**src/rtl/wb_writeback_unit_if.sv**
```systemverilog
// MEM-stage, SRAM and register-file write-port signals of the write-back unit.
// master drives the MEM/SRAM side. slave is the write-back unit.
interface wb_writeback_unit_if #(
   parameter int unsigned DATA_W = 32
);
   logic              freeze;
   logic              mem_valid;
   logic              mem_wb_en;
   logic              mem_r_en;
   logic [3:0]        mem_dest;
   logic [DATA_W-1:0] mem_alu_res;
   logic [DATA_W-1:0] sram_rdata;
   logic              sram_ready;

   logic [3:0]        dest_wb;
   logic [DATA_W-1:0] Result_WB;
   logic              writeBackEn;
   logic              mem_stall;
   logic              wb_fwd_valid;
   logic [3:0]        wb_fwd_dest;
   logic [31:0]       retire_cnt;
   logic              drop_r15;

   modport master (
      output freeze, mem_valid, mem_wb_en, mem_r_en, mem_dest, mem_alu_res,
             sram_rdata, sram_ready,
      input  dest_wb, Result_WB, writeBackEn, mem_stall, wb_fwd_valid, wb_fwd_dest,
             retire_cnt, drop_r15
   );

   modport slave (
      input  freeze, mem_valid, mem_wb_en, mem_r_en, mem_dest, mem_alu_res,
             sram_rdata, sram_ready,
      output dest_wb, Result_WB, writeBackEn, mem_stall, wb_fwd_valid, wb_fwd_dest,
             retire_cnt, drop_r15
   );
endinterface

```
**src/rtl/wb_writeback_unit.sv**
```systemverilog
// Write-back stage: registers the register-file write port, waits out slow SRAM loads
// and drops writes to the unimplemented r15.
module wb_writeback_unit #(
   parameter int unsigned DATA_W = 32
) (
   input logic                clk,
   input logic                rst,
   wb_writeback_unit_if.slave bus
);

   typedef enum logic [0:0] {
      StIdle,
      StLoadWait
   } state_e;

   localparam logic [3:0] RegUnimpl = 4'hF;

   state_e            state_q, state_d;
   logic [3:0]        dest_q, dest_d;
   logic [DATA_W-1:0] res_q, res_d;
   logic              wben_q, wben_d;
   logic [3:0]        lat_dest_q, lat_dest_d;
   logic              lat_wb_en_q, lat_wb_en_d;
   logic [31:0]       cnt_q, cnt_d;
   logic              drop_q, drop_d;

   logic              stall;
   logic              commit;
   logic              wr_en;
   logic [3:0]        wr_dest;

   // Combinational so the MEM stage holds the load in the very cycle it is seen.
   always_comb begin
      stall = ((state_q == StLoadWait) & ~bus.sram_ready) |
              ((state_q == StIdle) & bus.mem_valid & bus.mem_r_en & ~bus.sram_ready);
   end

   always_comb begin
      state_d     = state_q;
      dest_d      = dest_q;
      res_d       = res_q;
      wben_d      = 1'b0;
      lat_dest_d  = lat_dest_q;
      lat_wb_en_d = lat_wb_en_q;
      drop_d      = drop_q;
      commit      = 1'b0;
      wr_en       = 1'b0;
      wr_dest     = 4'd0;

      unique case (state_q)
         StIdle: begin
            if (bus.mem_valid && !bus.freeze) begin
               if (bus.mem_r_en && !bus.sram_ready) begin
                  state_d     = StLoadWait;
                  lat_dest_d  = bus.mem_dest;
                  lat_wb_en_d = bus.mem_wb_en;
               end else begin
                  res_d   = bus.mem_r_en ? bus.sram_rdata : bus.mem_alu_res;
                  dest_d  = bus.mem_dest;
                  commit  = 1'b1;
                  wr_en   = bus.mem_wb_en;
                  wr_dest = bus.mem_dest;
               end
            end
         end
         StLoadWait: begin
            // Freeze is ignored here so an outstanding SRAM completion is never lost.
            if (bus.sram_ready) begin
               state_d = StIdle;
               res_d   = bus.sram_rdata;
               dest_d  = lat_dest_q;
               commit  = 1'b1;
               wr_en   = lat_wb_en_q;
               wr_dest = lat_dest_q;
            end
         end
         default: state_d = StIdle;
      endcase

      if (commit) begin
         wben_d = wr_en & (wr_dest != RegUnimpl);
         if (wr_en && (wr_dest == RegUnimpl)) begin
            drop_d = 1'b1;
         end
      end

      cnt_d = wben_d ? cnt_q + 32'd1 : cnt_q;
   end

   always_ff @(posedge clk or posedge rst) begin
      if (rst) begin
         state_q     <= StIdle;
         dest_q      <= 4'd0;
         res_q       <= '0;
         wben_q      <= 1'b0;
         lat_dest_q  <= 4'd0;
         lat_wb_en_q <= 1'b0;
         cnt_q       <= 32'd0;
         drop_q      <= 1'b0;
      end else begin
         state_q     <= state_d;
         dest_q      <= dest_d;
         res_q       <= res_d;
         wben_q      <= wben_d;
         lat_dest_q  <= lat_dest_d;
         lat_wb_en_q <= lat_wb_en_d;
         cnt_q       <= cnt_d;
         drop_q      <= drop_d;
      end
   end

   assign bus.dest_wb      = dest_q;
   assign bus.Result_WB    = res_q;
   assign bus.writeBackEn  = wben_q;
   assign bus.mem_stall    = stall;
   assign bus.wb_fwd_valid = wben_q;
   assign bus.wb_fwd_dest  = dest_q;
   assign bus.retire_cnt   = cnt_q;
   assign bus.drop_r15     = drop_q;

endmodule

```
**src/flat_wrapper.sv**
```systemverilog
// flat-port wrapper written by rule: the top's interface ports become plain ports
module wb_writeback_unit_flat 
#(
   parameter int unsigned DATA_W = 32
)
  (clk, rst, bus_freeze, bus_mem_valid, bus_mem_wb_en, bus_mem_r_en, bus_mem_dest, bus_mem_alu_res, bus_sram_rdata, bus_sram_ready, bus_dest_wb, bus_Result_WB, bus_writeBackEn, bus_mem_stall, bus_wb_fwd_valid, bus_wb_fwd_dest, bus_retire_cnt, bus_drop_r15);
  wb_writeback_unit_if #(.DATA_W(DATA_W)) bus_i ();
  input logic clk;
  input logic rst;
  input wire logic [$bits(bus_i.freeze)-1:0] bus_freeze;
  input wire logic [$bits(bus_i.mem_valid)-1:0] bus_mem_valid;
  input wire logic [$bits(bus_i.mem_wb_en)-1:0] bus_mem_wb_en;
  input wire logic [$bits(bus_i.mem_r_en)-1:0] bus_mem_r_en;
  input wire logic [$bits(bus_i.mem_dest)-1:0] bus_mem_dest;
  input wire logic [$bits(bus_i.mem_alu_res)-1:0] bus_mem_alu_res;
  input wire logic [$bits(bus_i.sram_rdata)-1:0] bus_sram_rdata;
  input wire logic [$bits(bus_i.sram_ready)-1:0] bus_sram_ready;
  output wire logic [$bits(bus_i.dest_wb)-1:0] bus_dest_wb;
  output wire logic [$bits(bus_i.Result_WB)-1:0] bus_Result_WB;
  output wire logic [$bits(bus_i.writeBackEn)-1:0] bus_writeBackEn;
  output wire logic [$bits(bus_i.mem_stall)-1:0] bus_mem_stall;
  output wire logic [$bits(bus_i.wb_fwd_valid)-1:0] bus_wb_fwd_valid;
  output wire logic [$bits(bus_i.wb_fwd_dest)-1:0] bus_wb_fwd_dest;
  output wire logic [$bits(bus_i.retire_cnt)-1:0] bus_retire_cnt;
  output wire logic [$bits(bus_i.drop_r15)-1:0] bus_drop_r15;
  assign bus_i.freeze = bus_freeze;
  assign bus_i.mem_valid = bus_mem_valid;
  assign bus_i.mem_wb_en = bus_mem_wb_en;
  assign bus_i.mem_r_en = bus_mem_r_en;
  assign bus_i.mem_dest = bus_mem_dest;
  assign bus_i.mem_alu_res = bus_mem_alu_res;
  assign bus_i.sram_rdata = bus_sram_rdata;
  assign bus_i.sram_ready = bus_sram_ready;
  assign bus_dest_wb = bus_i.dest_wb;
  assign bus_Result_WB = bus_i.Result_WB;
  assign bus_writeBackEn = bus_i.writeBackEn;
  assign bus_mem_stall = bus_i.mem_stall;
  assign bus_wb_fwd_valid = bus_i.wb_fwd_valid;
  assign bus_wb_fwd_dest = bus_i.wb_fwd_dest;
  assign bus_retire_cnt = bus_i.retire_cnt;
  assign bus_drop_r15 = bus_i.drop_r15;
  wb_writeback_unit #(.DATA_W(DATA_W)) u_core (.clk(clk), .rst(rst), .bus(bus_i));
endmodule
```
**config.mk**
```make
export PLATFORM = sky130hd
export DESIGN_NAME = wb_writeback_unit_flat
export DESIGN_NICKNAME = d
export VERILOG_FILES = /design/src/rtl/wb_writeback_unit_if.sv /design/src/rtl/wb_writeback_unit.sv /design/src/flat_wrapper.sv
export SDC_FILE = /design/constraint.sdc
export NUM_CORES = 1
export LEC_CHECK = 0
export ABC_AREA = 1
export ABC_CLOCK_PERIOD_IN_PS = 5800
export CAP_MARGIN = 40
export CORE_MARGIN = 2
export CORE_UTILIZATION = 51
export CTS_BUF_LIST = sky130_fd_sc_hd__clkbuf_2 sky130_fd_sc_hd__clkbuf_4 sky130_fd_sc_hd__clkbuf_8
export CTS_CLUSTER_SIZE = 8
export DETAILED_ROUTE_END_ITERATION = 8
export GPL_TIMING_DRIVEN = 0
export PLACE_DENSITY = 0.87
export SLEW_MARGIN = 30
export SYNTH_ARGS = -nofsm -noshare
export SYNTH_HDL_FRONTEND = slang
export SYNTH_SLANG_ARGS = --single-unit
```
**constraint.sdc**
```tcl
create_clock -name clk -period 5.8 [get_ports clk]
set_input_delay 1.16 -clock clk [delete_from_list [all_inputs] [get_ports clk]]
set_output_delay 1.16 -clock clk [all_outputs]
set_load 0.01 [all_outputs]
```
---- Word level (Yosys, flattened, before mapping) ----
Index checks and enable logic that the tools add are counted.
word-level totals
  bits in registers ....................... 76
  input port bits ......................... 75
  output and inout port bits .............. 76
  word-level logic and storage cells ...... 56
operators by class
  add/subtract/negate cells ............... 1
  equality and inequality tests ........... 5
  multiplexer cells ....................... 26
  bitwise gates (word level) .............. 8
  reductions and logical operators ........ 8
operators with widths
  kind                                                              number
  32-bit two-way mux                                                4
  32-bit one-hot mux with 2 select lines                            1
  32-bit by 1-bit adder with 32-bit output (second input constant)  1
  4-bit two-way mux                                                 6
  4-bit one-hot mux with 2 select lines                             2
  1-bit two-way mux                                                 10
  2-bit inequality test (second input constant)                     3
  1-bit one-hot mux with 2 select lines                             3
  3-bit AND reduction                                               2
  1-bit AND                                                         5
  4-bit == test (second input constant)                             1
  4-bit inequality test (second input constant)                     1
  1-bit logical AND                                                 3
  1-bit zero test                                                   2
  1-bit NOT                                                         2
  2-bit AND reduction                                               1
  1-bit OR                                                          1

---- Longest topological paths before layout ----
Gate-level depths: netlist of the first run.
  depth in word-level cells ............... 8
  depth in mapped cells ................... 10
  gate-level depth less buffers ........... 10

---- Worst setup path after synthesis of the first run ----
Ideal clock, no wire load.
  path kind ............................... input port to output port
  from .................................... input bus_mem_r_en
  to ...................................... output bus_mem_stall
  arrival time ............................ 1.674 ns
  data required time ...................... 4.640 ns
  setup slack ............................. 2.966 ns
  stages on the path ...................... 4
  path buffers ............................ 2
  cells stage by stage .................... buf_6 -> clkbuf_1 -> nand3_1 -> nand2_1
on the way
  word-level cells in the longest chain between the ends .. 3
ends and longest elaborated chain
  element                 RTL line                 text
  start, declared         flat_wrapper.sv:13       input wire logic [$bits(bus_i.mem_r_en)-1:0] bus_mem_r_en;
  1-bit AND (2 in a row)  wb_writeback_unit.sv:35  ((state_q == StIdle) & bus.mem_valid & bus.mem_r_en & ~bus.sram_ready);
  1-bit OR                wb_writeback_unit.sv:34  stall = ((state_q == StLoadWait) & ~bus.sram_ready) |
  end, declared           flat_wrapper.sv:21       output wire logic [$bits(bus_i.mem_stall)-1:0] bus_mem_stall;
Every way passes these cells.

---- Worst setup path in the final report of the first run ----
  from .................................... input bus_sram_ready
  to ...................................... output bus_mem_stall
on the way
  word-level cells in the longest chain between the ends .. 3
  elaborated cells on any way between the ends .. 4
  classes of those cells .................. bitwise (4)
ends and longest elaborated chain
  element                              RTL line                                          text
  start, declared                      flat_wrapper.sv:17                                input wire logic [$bits(bus_i.sram_ready)-1:0] bus_sram_ready;
  1-bit NOT *                          wb_writeback_unit.sv:34, wb_writeback_unit.sv:35
  1-bit AND, on equally long branches  wb_writeback_unit.sv:34, wb_writeback_unit.sv:35
  1-bit OR *                           wb_writeback_unit.sv:34
Mark *: on every way between the ends. The rest lies on a longest branch, timed or not.

==> results by group, run 1 <==
Clocking
  • Worst-Skew Late Latency: 0.36 ns
  • Num CTS Buffers: 9
  • CTS resizes: 0
  • Clk slew on worst S/H paths: 0.07 ns
  • CTS tree: done
  • Clock root cell: clkbuf_8
  • Total setup buffers inserted after CTS: 0
  • Sink Count: 76
  • Clk buf depth: 2
  • Hold_buf cts: 0
  • H-Tree Depth: 3

Die
  • # rows: 33
  • Die height: 96.1 um
  • Die area: 9230 um^2
  • Io pins: 151
  • Starting Density: 52.6%
  • Core ar.: 8220 um^2
  • Die W: 96.1 um

Final layout
  • Number of diodes: 0
  • Design area: 6190 um^2
  • Final-layout fill cell count: 650
  • Post-layout util: 75.3%
  • Nets: 850
  • Area delta synth->final: 43.1%
  • Ratio of cells with drive above 1 in the final layout: 6.55%

Logic synthesis
  • Mapped Cells: 613
  • Post-synthesis sequential area ratio: 44.0%
  • Synthesized area per cell: 7.05 um^2
  • Flip-flop and latch count after synthesis: 76
  • Syn Std Cell Area: 4320 um^2
  • Unique cell type count in the Yosys netlist: 27
  • Syn. warnings: 0
  • Net Count, Synth: 689

Setup path
  • WP data arrival: 2.46 ns
  • Worst path slowest cell: clkdlybuf4s50_1
  • Worst Path Buf+Inv: 3
  • Worst r2r src: u_core.bus.retire_cnt[0]
  • Nature of the critical path startpoint: input port
  • Worst R2R End: u_core.bus.retire_cnt[10]
  • Critical path class: input port to primary output
  • Endpoint class of the critical path: primary output
  • Reg2Reg Depth: 9
  • Largest delay contributor family on the critical path: buffers and inverters
  • Crit Path Max Fanout: 4
  • CP Cell Sequence: clkdlybuf4s50_1 > inv_1 > nand2_1 > nand2_1 > clkdlybuf4s50_1
  • Setup slack, reg-to-reg: 3.61 ns
  • Worst path required time: 4.64 ns
  • Worst path max stage delay: 0.55 ns

Timing
  • RSZ-0062 raised after global routing: false
  • Min Tclk post-route: 3.62 ns
  • Final setup skew: 0.0136 ns
  • Setup Viol. Count Final: 0
  • Max-slew violations: 0
  • F_max: 276 MHz
  • Max_slew headroom: 66.2%
  • Worst Max-Slew Pin Slew: 0.503 ns
  • Final setup TNS: 0 ns
  • Final Hold Viols: 0
  • Tcrit/Tclk final: 62.5%
  • Final setup margin: 2.18 ns

GRT
  • Remaining Overflow, GRT: 0
  • First-pass GRT wire length: 20,900 um
  • Antenna violations before repair: 0
  • Vias in the first global route: 4,481
  • Total track usage: 29.5%
  • Largest net degree at the start of global routing: 48

Placed design
  • Placed Area: 5970 um^2
  • Port bufs: 149
  • DP Wirelength: 10,100 um
  • RD Place Congestion: 0.962
  • Pre-CTS setup slack: 2.20 ns

Routing
  • Wire per inst: 14.7 um
  • Via count: 4,651
  • Pre-Repair DR Iteration Count: 4
  • Residual antenna-violating net count after detailed routing: 0
  • WL final: 13,000 um
  • Via density: 5.26
  • Iteration-0 DRC Markers: 170
  • DRC: 0

Worst hold path
  • Hold path startpoint: u_core.lat_dest_q[3]
  • Hold Crit Class: flop to flop
  • Hold path depth: 2
  • Worst Hold Endpoint: u_core.lat_dest_q[3]

Status
  • Status: complete, no violations

Power
  • Lkg Pwr: 2.71 nW
  • Max VDD drop: 165 uV
  • Pwr Density: 250 nW/um^2

Job
  • Maxcap violations: 0
Yosys cell counts:
| cell type | count | area (um^2) |
|---|---|---|
| nand2_1 | 259 | 972 |
| nor2_1 | 87 | 327 |
| dfrtp_1 | 76 | 1900 |
| o21ai_0 | 46 | 230 |
| a31oi_1 | 32 | 200 |
| nand3_1 | 23 | 115 |
| inv_1 | 21 | 78.8 |
| nand3b_1 | 16 | 120 |
| buf_4 | 9 | 67.6 |
| clkbuf_1 | 9 | 33.8 |
| buf_2 | 7 | 35.0 |
| xnor2_1 | 4 | 35.0 |
| buf_6 | 3 | 33.8 |
| nor2_2 | 3 | 18.8 |
| xor2_1 | 3 | 26.3 |
| inv_2 | 2 | 7.51 |
| nand2_4 | 2 | 22.5 |
| nand4_1 | 2 | 12.5 |
| a21oi_2 | 1 | 8.76 |
| buf_8 | 1 | 15.0 |
| clkinv_2 | 1 | 5.00 |
| ha_1 | 1 | 12.5 |
| nand2_2 | 1 | 6.26 |
| nor2_4 | 1 | 11.3 |
| nor3_1 | 1 | 5.00 |
| o21ai_2 | 1 | 8.76 |
| o21bai_2 | 1 | 11.3 |
report_power, final:
group	switching (mW)	leakage, nW	internal (mW)
Combinational	0.195	1.66	0.245
Clock	0.204	0.103	0.232
Sequential	0.0638	0.951	0.605
Total	0.463	2.71	1.08
layout make-up:
cell class / count / area [um^2] / share of cell area (%)
buffer: 29 / 185 / 2.99
clock buffer: 13 / 166 / 2.69
clock inverter: 3 / 45.0 / 0.728
inverter: 24 / 93.8 / 1.52
multi-input combinational: 484 / 2140 / 34.6
sequential: 76 / 1900 / 30.7
tap: 105 / 131 / 2.12
timing repair buffer: 150 / 1520 / 24.6
routing by layer:
layer	track usage [%]	vias up	routed length, um
met5	0	-	0
met1	33.1	2165	4940
met2	52.9	172	6650
li1	-	2285	-
met4	11.1	0	321
met3	8.46	29	1080
worst max-delay path by stage:
stage | startpoint | endpoint | cells past startpoint
CTS | bus_sram_ready | bus_mem_stall | 5
global route | bus_sram_ready | bus_mem_stall | 5
floorplan | rst | u_core.bus.Result_WB[0] | 1
finish | bus_sram_ready | bus_mem_stall | 5
global placement | rst | u_core.bus.Result_WB[27] | 2
detailed placement | bus_sram_ready | bus_mem_stall | 5
flip-flops by register name, indices dropped and copies added, names as in the netlist:
register / count
u_core.bus.Result_WB: 32
u_core.bus.retire_cnt: 32
u_core.bus.dest_wb: 4
u_core.lat_dest_q: 4
u_core.bus.drop_r15: 1
u_core.bus.wb_fwd_valid: 1
u_core.lat_wb_en_q: 1
u_core.state_q: 1
stage by stage:
step,hold WS (ns),power [mW],instances
final,0.478,1.55,884
after CTS,0.482,1.55,884
after detailed placement,0.467,1.12,868
after global placement,0.456,1.10,867
after floorplan,0.442,0.858,613
after global routing,0.516,1.62,884
worst reg2reg max path, stage by stage (launching register included):
cell and delay [ns]:
dfrtp_1 0.52, ha_1 0.33, nand3_1 0.21, inv_1 0.16
nand2_1 0.22, nor2_1 0.35, nand2_1 0.08, nand2_1 0.09
nand3_1 0.08, nand2_1 0.09
placed cells by master, fill, tap and decap left out, types with 2 or more instances in the layout:
master / Yosys / layout
xor2_1: 3 / 3
nand3_1: 23 / 23
dfrtp_1: 76 / 76
clkbuf_4: 0 / 2
buf_6: 3 / 3
inv_1: 21 / 20
clkdlybuf4s50_1: 0 / 149
nand3b_1: 16 / 16
clkbuf_1: 9 / 9
nor2_1: 87 / 87
nor2_2: 3 / 3
a31oi_1: 32 / 32
inv_2: 2 / 2
buf_2: 7 / 7
buf_4: 9 / 9
xnor2_1: 4 / 4
clkinvlp_4: 0 / 2
nand4_1: 2 / 2
nand2_1: 259 / 259
nand2_4: 2 / 2
clkbuf_8: 0 / 11
o21ai_0: 46 / 46
logic make-up after synthesis:
group / share of synthesized area, %
AOI/OAI and AO/OA: 10.6
buffers and inverters: 6.40
adders and majority gates: 0.289
xor gates and xnor gates: 1.42
DFF: 44.0
and+or+nand+nor: 37.3
(Power assumes the default switching activity.)
==> run 2, diff against run 1 <==
--- a/config.mk
+++ b/config.mk
@@ -6,15 +6,15 @@
 export NUM_CORES = 1
 export LEC_CHECK = 0
 export ABC_AREA = 1
-export ABC_CLOCK_PERIOD_IN_PS = 5800
+export ABC_CLOCK_PERIOD_IN_PS = 3000
 export CAP_MARGIN = 40
 export CORE_MARGIN = 2
-export CORE_UTILIZATION = 51
+export CORE_UTILIZATION = 42
 export CTS_BUF_LIST = sky130_fd_sc_hd__clkbuf_2 sky130_fd_sc_hd__clkbuf_4 sky130_fd_sc_hd__clkbuf_8
 export CTS_CLUSTER_SIZE = 8
 export DETAILED_ROUTE_END_ITERATION = 8
 export GPL_TIMING_DRIVEN = 0
-export PLACE_DENSITY = 0.87
+export PLACE_DENSITY = 0.76
 export SLEW_MARGIN = 30
 export SYNTH_ARGS = -nofsm -noshare
 export SYNTH_HDL_FRONTEND = slang
==> constraint.sdc (replaced) <==
create_clock -name clk -period 3 [get_ports clk]
set_input_delay 0.6 -clock clk [delete_from_list [all_inputs] [get_ports clk]]
set_output_delay 0.6 -clock clk [all_outputs]
set_load 0.01 [all_outputs]
==> run 2 against run 1 <==
Sequential power is 93% higher. Worst setup slack worse by 1.9 ns. Clock-buffer cell count is 1 lower. Routed wire length is 2.8% lower. Largest power group unchanged.
==> results by group, run 2 (synthesis gave the netlist of run 1 again) <==
Timing
  • Worst Max-Slew Pin Slew: 0.490 ns
  • Setup Viol. Count Final: 0
  • Tcrit/Tclk final: 89.7%
  • Max-slew violations: 0
  • Min Tclk post-route: 2.69 ns
  • F_max: 372 MHz
  • Max_slew headroom: 67.3%
  • RSZ-0062 raised after global routing: false
  • Final Hold Viols: 0
  • Final setup skew: 0.0118 ns
  • Final setup TNS: 0 ns

Setup path
  • Endpoint class of the critical path: primary output
  • Worst path required time: 2.40 ns
  • Critical path class: flop to primary output
  • Crit Path Max Fanout: 10
  • WP data arrival: 2.09 ns
  • Worst r2r src: u_core.bus.retire_cnt[0]
  • CP startpoint: u_core.state_q
  • Nature of the critical path startpoint: flop

Final layout
  • Number of diodes: 0
  • Ratio of cells with drive above 1 in the final layout: 6.55%
  • Commonest non-fill, non-tap cells in the layout: nand2_1, clkdlybuf4s50_1, nor2_1, dfrtp_1, o21ai_0
  • Final-layout fill cell count: 934
  • Nets: 850
  • Register Area: 1900 um^2
  • Non-filler instance count after layout: 915
  • Leading cell type in the layout, fill and taps excluded: nand2_1
  • Design area: 6200 um^2
  • Area delta synth->final: 43.5%
  • Multi-input gate area: 2140 um^2

Clocking
  • Total setup buffers inserted after CTS: 0
  • CTS tree: done
  • Clk buf depth: 2
  • Sink Count: 76
  • CTS resizes: 0
  • H-Tree Depth: 3
  • Worst-Skew Late Latency: 0.36 ns
  • Hold_buf cts: 0
  • Num CTS Buffers: 9
  • Clk slew on worst S/H paths: 0.08 ns
  • Clock root cell: clkbuf_8

Routing
  • Wire per inst: 13.8 um
  • Via count: 4,628
  • Residual antenna-violating net count after detailed routing: 0
  • Iteration-0 DRC Markers: 152
  • Via density: 5.06
  • WL final: 12,600 um
  • DRC: 0
  • Pre-Repair DR Iteration Count: 5

Worst hold path
  • Hold path startpoint: u_core.lat_dest_q[2]
  • Hold Crit Class: flop to flop

Die
  • Die height: 105 um
  • Die W: 105 um
  • # rows: 37
  • Core ar.: 10,100 um^2
  • Starting Density: 42.6%
  • Io pins: 151
  • Die area: 11,100 um^2

Job
  • Maxcap violations: 0

Power
  • Overall power: 2.94 mW
  • Lkg Pwr: 2.70 nW
  • Max VDD drop: 262 uV
  • Pwr Density: 474 nW/um^2

Placed design
  • Port bufs: 149
  • DP Wirelength: 9930 um
  • Placed Area: 6010 um^2
  • RD Place Congestion: 0.965
  • Placed insts: 899

GRT
  • Antenna violations before repair: 0
  • Largest net degree at the start of global routing: 41
  • Vias in the first global route: 4,496
  • First-pass GRT wire length: 20,700 um
  • Remaining Overflow, GRT: 0
  • Total track usage: 23.4%

Status
  • Status: complete, no violations
==> run 2: changes by cell type in the layout (fill, tap and decap cells not counted) <==
cell and change:
clkbuf_8 -2, buf_12 +1, buf_16 -1, clkbuf_4 +1
clkinv_2 +1
==> run 2: cell type report <==
class                   instances  share of cell area, %
clock inverters                 4                  0.807
inverters                      24                   1.51
multi-input cells             484                   34.6
repair buffers                150                   24.4
clock buffers                  12                   2.36
plain buffers                  29                   2.99
well taps                     136                   2.74
flip-flops and latches         76                   30.7
==> run 2: routing by layer <==
layer	routed length, um	GRT usage [%]
met1	4980	25.5
met2	6010	40.6
met3	1270	9.21
met4	374	9.14
met5	0	0
==> run 2: where the power goes <==
| part | switching [mW] | internal, mW |
|---|---|---|
| Combinational | 0.372 | 0.472 |
| Clock | 0.389 | 0.411 |
| Sequential | 0.125 | 1.17 |
==> run 2: worst paths after layout <==
check                                       endpoint  slack [ns]  depth (start not counted)
setup reg to reg           u_core.bus.retire_cnt[26]        0.83                         10
hold / removal                  u_core.lat_dest_q[2]        0.48                          2
max in group asynchronous   u_core.bus.Result_WB[20]        1.81                          3
hold reg to reg                 u_core.lat_dest_q[2]        0.48                          2
min in group asynchronous    u_core.bus.Result_WB[6]        0.62                          2
setup / recovery                       bus_mem_stall        0.31                          5
==> run 2: stage by stage <==
stage,util (%),worst slack (ns),hold slack [ns]
after floorplan,-,0.462,0.442
after global placement,59.0,-0.798,0.455
after detailed placement,59.2,0.532,0.468
after CTS,61.2,0.286,0.486
after global routing,61.2,0.136,0.503
final,61.2,0.310,0.481
==> run 2: critical path: stages (launching register included) <==
cell and delay (ns):
dfrtp_1 0.45, buf_4 0.21, clkbuf_1 0.31, nand2_1 0.12, nand2_1 0.08, clkdlybuf4s50_1 0.56
